[src/rtl/is_uart_rx_param.sv]
// Oversampled UART receiver: DATA_W bits LSB first, optional parity, 1-2 stop bits, valid/ready output with sticky overrun.
// Frame is presented one clk after the last stop-bit sample; a frame arriving while one is still held is dropped. Define IS_UART_RX_MAJ_EN for 2-of-3 majority sampling.
module is_uart_rx_param #(
  parameter int DATA_W    = 8,
  parameter int OVS       = 16,
  parameter int PARITY    = 0,
  parameter int STOP_BITS = 1
) (
  input  logic              clk_i,
  input  logic              rst_i,
  input  logic              rxd_i,
  input  logic              os_ce_i,
  input  logic              rx_ready_i,
  input  logic              ovr_clr_i,
  output logic [DATA_W-1:0] rx_data_o,
  output logic              rx_valid_o,
  output logic              rx_par_err_o,
  output logic              rx_frm_err_o,
  output logic              rx_ovr_o,
  output logic              rx_busy_o
);

  localparam int CNT_W = $clog2(OVS);
  localparam logic [CNT_W-1:0] CNT_MID  = CNT_W'(OVS / 2 - 1);
  localparam logic [CNT_W-1:0] CNT_LAST = CNT_W'(OVS - 1);
  localparam logic [3:0] DBIT_LAST = 4'(DATA_W - 1);
  localparam logic [3:0] SBIT_LAST = 4'(STOP_BITS - 1);

  localparam logic [2:0] S_IDLE  = 3'd0;
  localparam logic [2:0] S_START = 3'd1;
  localparam logic [2:0] S_DATA  = 3'd2;
  localparam logic [2:0] S_PAR   = 3'd3;
  localparam logic [2:0] S_STOP  = 3'd4;
  localparam logic [2:0] S_WEND  = 3'd5;

  logic              sync1_q, sync2_q, rxs;
  logic [2:0]        state_q, state_d;
  logic [CNT_W-1:0]  cnt_q, cnt_d;
  logic [3:0]        bcnt_q, bcnt_d;
  logic [DATA_W-1:0] shreg_q, shreg_d;
  logic              par_err_q, par_err_d;
  logic              frm_err_q, frm_err_d;
  logic              bit_s;
  logic              par_exp;
  logic              deliver;
  logic              dlv_frm;

  logic [DATA_W-1:0] data_q;
  logic              valid_q, perr_q, ferr_q, ovr_q;

  always_ff @(posedge clk_i or posedge rst_i) begin
    if (rst_i) begin
      sync1_q <= 1'b1;
      sync2_q <= 1'b1;
    end else begin
      sync1_q <= rxd_i;
      sync2_q <= sync1_q;
    end
  end

  assign rxs = sync2_q;

`ifdef IS_UART_RX_MAJ_EN
  // Two previous tick samples; together with rxs at the sampling tick they vote.
  logic vote0_q, vote1_q;

  always_ff @(posedge clk_i or posedge rst_i) begin
    if (rst_i) begin
      vote0_q <= 1'b1;
      vote1_q <= 1'b1;
    end else if (os_ce_i) begin
      vote0_q <= rxs;
      vote1_q <= vote0_q;
    end
  end

  assign bit_s = (vote0_q & vote1_q) | (vote0_q & rxs) | (vote1_q & rxs);
`else
  assign bit_s = rxs;
`endif

  always_comb begin
    case (PARITY)
      1:       par_exp = ^shreg_q;
      2:       par_exp = ~^shreg_q;
      3:       par_exp = 1'b1;
      default: par_exp = 1'b0;
    endcase
  end

  always_comb begin
    state_d   = state_q;
    cnt_d     = cnt_q;
    bcnt_d    = bcnt_q;
    shreg_d   = shreg_q;
    par_err_d = par_err_q;
    frm_err_d = frm_err_q;
    deliver   = 1'b0;
    dlv_frm   = frm_err_q;

    case (state_q)
      S_IDLE: begin
        if (!rxs) begin
          state_d = S_START;
          cnt_d   = '0;
        end
      end

      S_START: begin
        if (os_ce_i) begin
          if (cnt_q == CNT_MID) begin
            if (bit_s) begin
              state_d = S_IDLE;
            end else begin
              state_d   = S_DATA;
              cnt_d     = '0;
              bcnt_d    = '0;
              par_err_d = 1'b0;
              frm_err_d = 1'b0;
            end
          end else begin
            cnt_d = cnt_q + CNT_W'(1);
          end
        end
      end

      S_DATA: begin
        if (os_ce_i) begin
          if (cnt_q == CNT_LAST) begin
            cnt_d   = '0;
            shreg_d = {bit_s, shreg_q[DATA_W-1:1]};
            if (bcnt_q == DBIT_LAST) begin
              bcnt_d  = '0;
              state_d = (PARITY != 0) ? S_PAR : S_STOP;
            end else begin
              bcnt_d = bcnt_q + 4'd1;
            end
          end else begin
            cnt_d = cnt_q + CNT_W'(1);
          end
        end
      end

      S_PAR: begin
        if (os_ce_i) begin
          if (cnt_q == CNT_LAST) begin
            cnt_d     = '0;
            bcnt_d    = '0;
            par_err_d = (bit_s != par_exp);
            state_d   = S_STOP;
          end else begin
            cnt_d = cnt_q + CNT_W'(1);
          end
        end
      end

      S_STOP: begin
        if (os_ce_i) begin
          if (cnt_q == CNT_LAST) begin
            cnt_d     = '0;
            frm_err_d = frm_err_q | ~bit_s;
            if (bcnt_q == SBIT_LAST) begin
              deliver = 1'b1;
              dlv_frm = frm_err_q | ~bit_s;
              bcnt_d  = '0;
              // A low last stop bit may be a break; hold off until the line recovers.
              state_d = bit_s ? S_IDLE : S_WEND;
            end else begin
              bcnt_d = bcnt_q + 4'd1;
            end
          end else begin
            cnt_d = cnt_q + CNT_W'(1);
          end
        end
      end

      S_WEND: begin
        if (rxs) begin
          state_d = S_IDLE;
        end
      end

      default: begin
        state_d = S_IDLE;
        cnt_d   = '0;
        bcnt_d  = '0;
      end
    endcase
  end

  always_ff @(posedge clk_i or posedge rst_i) begin
    if (rst_i) begin
      state_q   <= S_IDLE;
      cnt_q     <= '0;
      bcnt_q    <= '0;
      shreg_q   <= '0;
      par_err_q <= 1'b0;
      frm_err_q <= 1'b0;
    end else begin
      state_q   <= state_d;
      cnt_q     <= cnt_d;
      bcnt_q    <= bcnt_d;
      shreg_q   <= shreg_d;
      par_err_q <= par_err_d;
      frm_err_q <= frm_err_d;
    end
  end

  always_ff @(posedge clk_i or posedge rst_i) begin
    if (rst_i) begin
      data_q  <= '0;
      valid_q <= 1'b0;
      perr_q  <= 1'b0;
      ferr_q  <= 1'b0;
      ovr_q   <= 1'b0;
    end else begin
      if (deliver && (!valid_q || rx_ready_i)) begin
        data_q  <= shreg_q;
        perr_q  <= par_err_q;
        ferr_q  <= dlv_frm;
        valid_q <= 1'b1;
      end else if (valid_q && rx_ready_i) begin
        valid_q <= 1'b0;
      end

      // Setting beats clearing when both land in the same cycle.
      if (deliver && valid_q && !rx_ready_i) begin
        ovr_q <= 1'b1;
      end else if (ovr_clr_i) begin
        ovr_q <= 1'b0;
      end
    end
  end

  assign rx_data_o    = data_q;
  assign rx_valid_o   = valid_q;
  assign rx_par_err_o = perr_q;
  assign rx_frm_err_o = ferr_q;
  assign rx_ovr_o     = ovr_q;
  assign rx_busy_o    = (state_q != S_IDLE);

endmodule
[config.mk]
export PLATFORM = sky130hd
export DESIGN_NAME = is_uart_rx_param
export DESIGN_NICKNAME = d
export VERILOG_FILES = /design/src/rtl/is_uart_rx_param.sv
export SDC_FILE = /design/constraint.sdc
export NUM_CORES = 1
export LEC_CHECK = 0
export BUFFER_PORTS_ARGS = -buffer_cell sky130_fd_sc_hd__buf_2
export CAP_MARGIN = 15
export CORE_UTILIZATION = 56
export DETAILED_ROUTE_END_ITERATION = 6
export GPL_TIMING_DRIVEN = 0
export HOLD_SLACK_MARGIN = 0.06
export MAX_ROUTING_LAYER = met4
export PLACE_DENSITY = 0.76
export SYNTH_ARGS = -nofsm -noshare
export SYNTH_HDL_FRONTEND = slang
export SYNTH_SLANG_ARGS = --single-unit
[constraint.sdc]
create_clock -name clk_i -period 3.7 [get_ports clk_i]
set_clock_uncertainty 0.1 [all_clocks]
set_input_delay 0.37 -clock clk_i [delete_from_list [all_inputs] [get_ports clk_i]]
set_output_delay 0.37 -clock clk_i [all_outputs]
set_load 0.1 [all_outputs]
==> flow_summary.json <==
{
  "wl_met1_um": 1820,
  "final_core_util_pct": 69.5,
  "arrival_ns": 1.97,
  "max_cap_viol_count": 0,
  "ir_drop_uv": 395,
  "drive_above_1_share_pct": 32.0,
  "cts_sinks": 35,
  "startpoint_type": "flip-flop",
  "timing.critical_path.from": "state_q[0]",
  "layout_commonest_cell": "dfrtp_1",
  "reg2reg_from": "cnt_q[0]",
  "hp-class": "in2reg",
  "dieArea_um2": 3640,
  "design_area_um2": 2170,
  "worstSetupEndpoint": "rx_busy_o",
  "path_max_fanout": 10,
  "synthTopCellsByArea": "dfrtp_1 43%, mux2_4 7.1%, mux2_2 5.3%, a21oi_1 3.4%, o21ai_0 2.9%",
  "timing.final.crit_share_pct": 65.8,
  "slew_headroom_pct": 59.4,
  "ctsResizeCount": 0,
  "diodes": 0,
  "async_flop_share_pct": 100,
  "io_pins": 19,
  "ys_types": 51,
  "setup_violations": 0,
  "track_usage_pct": 26.2,
  "cp.required_ns": 3.23,
  "wl_per_cell_um": 16.4,
  "cts_buffers": 5,
  "hpwl_um": 2840,
  "p_leak_uw": 0.00103,
  "power_density_nw_per_um2": 422,
  "synth_top_area_share_pct": 43.4,
  "ys_seq_area_share_pct": 46.1,
  "setup_tns_ns": 0,
  "fin_crit_ns": 2.44,
  "critPathMostFrequentCell": "buf_2",
  "pre_cts_ws_ns": 1.54,
  "placed_cell_area_um2": 2070,
  "mostFrequentLayoutCells": "33 x dfrtp_1, 22 x buf_2, 13 x a21oi_1",
  "drtIter0Drc": 117,
  "reg2reg_slack_ns": 1.50,
  "slowest_delay_ns": 0.45,
  "synthCells": 175,
  "syn_to_final_growth_pct": 14.1,
  "dr_total_vias": 1449,
  "r2r_cells": 5,
  "firstDrtPassIters": 4,
  "grt_pass1_wl_um": 6660,
  "post_cts_buffers": 0,
  "r2r-end": "shreg_q[7]",
  "met3WireLength_um": 173,
  "clock_latency_ns": 0.35,
  "wl_met2_um": 1980,
  "grt_pass1_vias": 1330,
  "die_h_um": 60.3,
  "antenna_left": 0,
  "port_buffers": 17,
  "clockRootBuffer": "clkbuf_4",
  "ctsHoldBuffers": 2,
  "synth_top_cell_by_area": "dfrtp_1",
  "grt_overflow": 0,
  "syn_nets": 184,
  "worstMarginPinSlew_ns": 0.608,
  "fin_nets": 211,
  "antenna_found_initial": 0,
  "gp_congestion": 0.902,
  "die_x_um": 60.3,
  "slowest_stage": "nor3_1",
  "route.detailed.drc": 0,
  "cts_htree_levels": 2,
  "grt_max_degree": 23,
  "routed.top_layer": "met4",
  "status": "complete, no violations",
  "syn_area_per_cell_um2": 10.9,
  "finalHoldViolCount": 0,
  "cts.clk_slew.worst_paths_ns": 0.11,
  "synth_flop_cell": "dfrtp_1",
  "mappedNetlistArea_um2": 1900,
  "total_power_uw": 916,
  "initial_utilization_pct": 60.9,
  "cts_tree": "done",
  "end_kind": "output port",
  "clock_tree.buffer_depth": 2,
  "avgViaCountPerCell": 5.87,
  "cp_cell_sequence": "buf_2 > buf_2 > nor3_1 > inv_1 > buf_2",
  "rsz0062_at_grt": "false",
  "fin_ws_ns": 1.26,
  "slew_viol_final": 0,
  "rows": 20,
  "crit_type": "reg2out",
  "fmax_ghz": 0.411,
  "synth_warnings": 0,
  "core_um2": 3130,
  "synth_edf_count": 0,
  "ys_ff_latch": 35,
  "wl_um": 4040
}
per-layer routing:
layer / track usage (%) / vias up
met5: - / -
met4: 7.97 / 0
met3: 5.84 / 9
met1: 33.3 / 713
li1: - / 688
met2: 41.4 / 39
how the worst min path moves through the flow:
stage | from | endpoint | slack [ns] | cells past startpoint
after floorplan | sync1_q | bit_s | 0.25 | 0
after global placement | sync1_q | bit_s | 0.25 | 0
after detailed placement | sync1_q | bit_s | 0.25 | 0
after CTS | ovr_clr_i | rx_ovr_o | 0.11 | 2
after global routing | ovr_clr_i | rx_ovr_o | 0.15 | 2
final | ovr_clr_i | rx_ovr_o | 0.13 | 2
critical path, delay by kind of cell (launching register included):
kind	cells	cell delay [ns]
and+or+nand+nor	1	0.45
DFF	1	0.39
buffers and inverters	4	0.77
stage by stage:
step / instances / hold slack [ns]
3_3_place_gp: 236 / 0.247
3_5_place_dp: 237 / 0.247
4_1_cts: 247 / 0.107
6_report: 247 / 0.135
5_1_grt: 247 / 0.146
2_1_floorplan: 175 / 0.245
synth_stat cells, types with 2 or more instances:
cell       count
nand3b_1       2
dfstp_2        2
o21bai_1       3
nand4_1        2
o22ai_1        3
dfrtp_1       33
a31oi_1        3
buf_2          5
inv_1         10
a21oi_1       13
o21ai_0       11
nand2_1       12
mux2_2         9
a2bb2oi_1      2
mux2_4         9
buf_6          2
a22o_1         2
nor3b_1        2
nand3_1        8
nor2_1         7
ha_1           3
a211oi_1       2
nand2b_1       2
area by class of cell:
type / count / area (um^2)
buffer: 9 / 58.8
clock buffer: 5 / 37.5
clock inverter: 3 / 43.8
fill: 238 / 955
inverter: 10 / 37.5
multi-input combinational: 121 / 930
sequential: 35 / 878
tap: 44 / 55.1
timing repair buffer: 20 / 133
cell families after synthesis:
| kind of cell | after synthesis | share of synthesized area (%) |
|---|---|---|
| and+or+nand+nor | 49 | 15.2 |
| muxes | 18 | 12.4 |
| xor gates and xnor gates | 1 | 0.460 |
| AOI/OAI and AO/OA | 50 | 18.8 |
| buffers and inverters | 19 | 5.06 |
| DFF | 35 | 46.1 |
| adders and majority gates | 3 | 1.97 |
where the power goes:
part	switching (uW)	internal [uW]	total, uW
combinational	102	80.5	182
clock	141	142	283
sequential	33.8	417	451
total	276	640	916
sequential cells by signal, indices dropped and copies added (netlist names), 3 cells and up:
name / cells
cnt_q: 4
rx_data_o: 8
bcnt_q: 4
shreg_q: 8
state_q: 3
No activity file was read; power rests on OpenSTA's default activity.
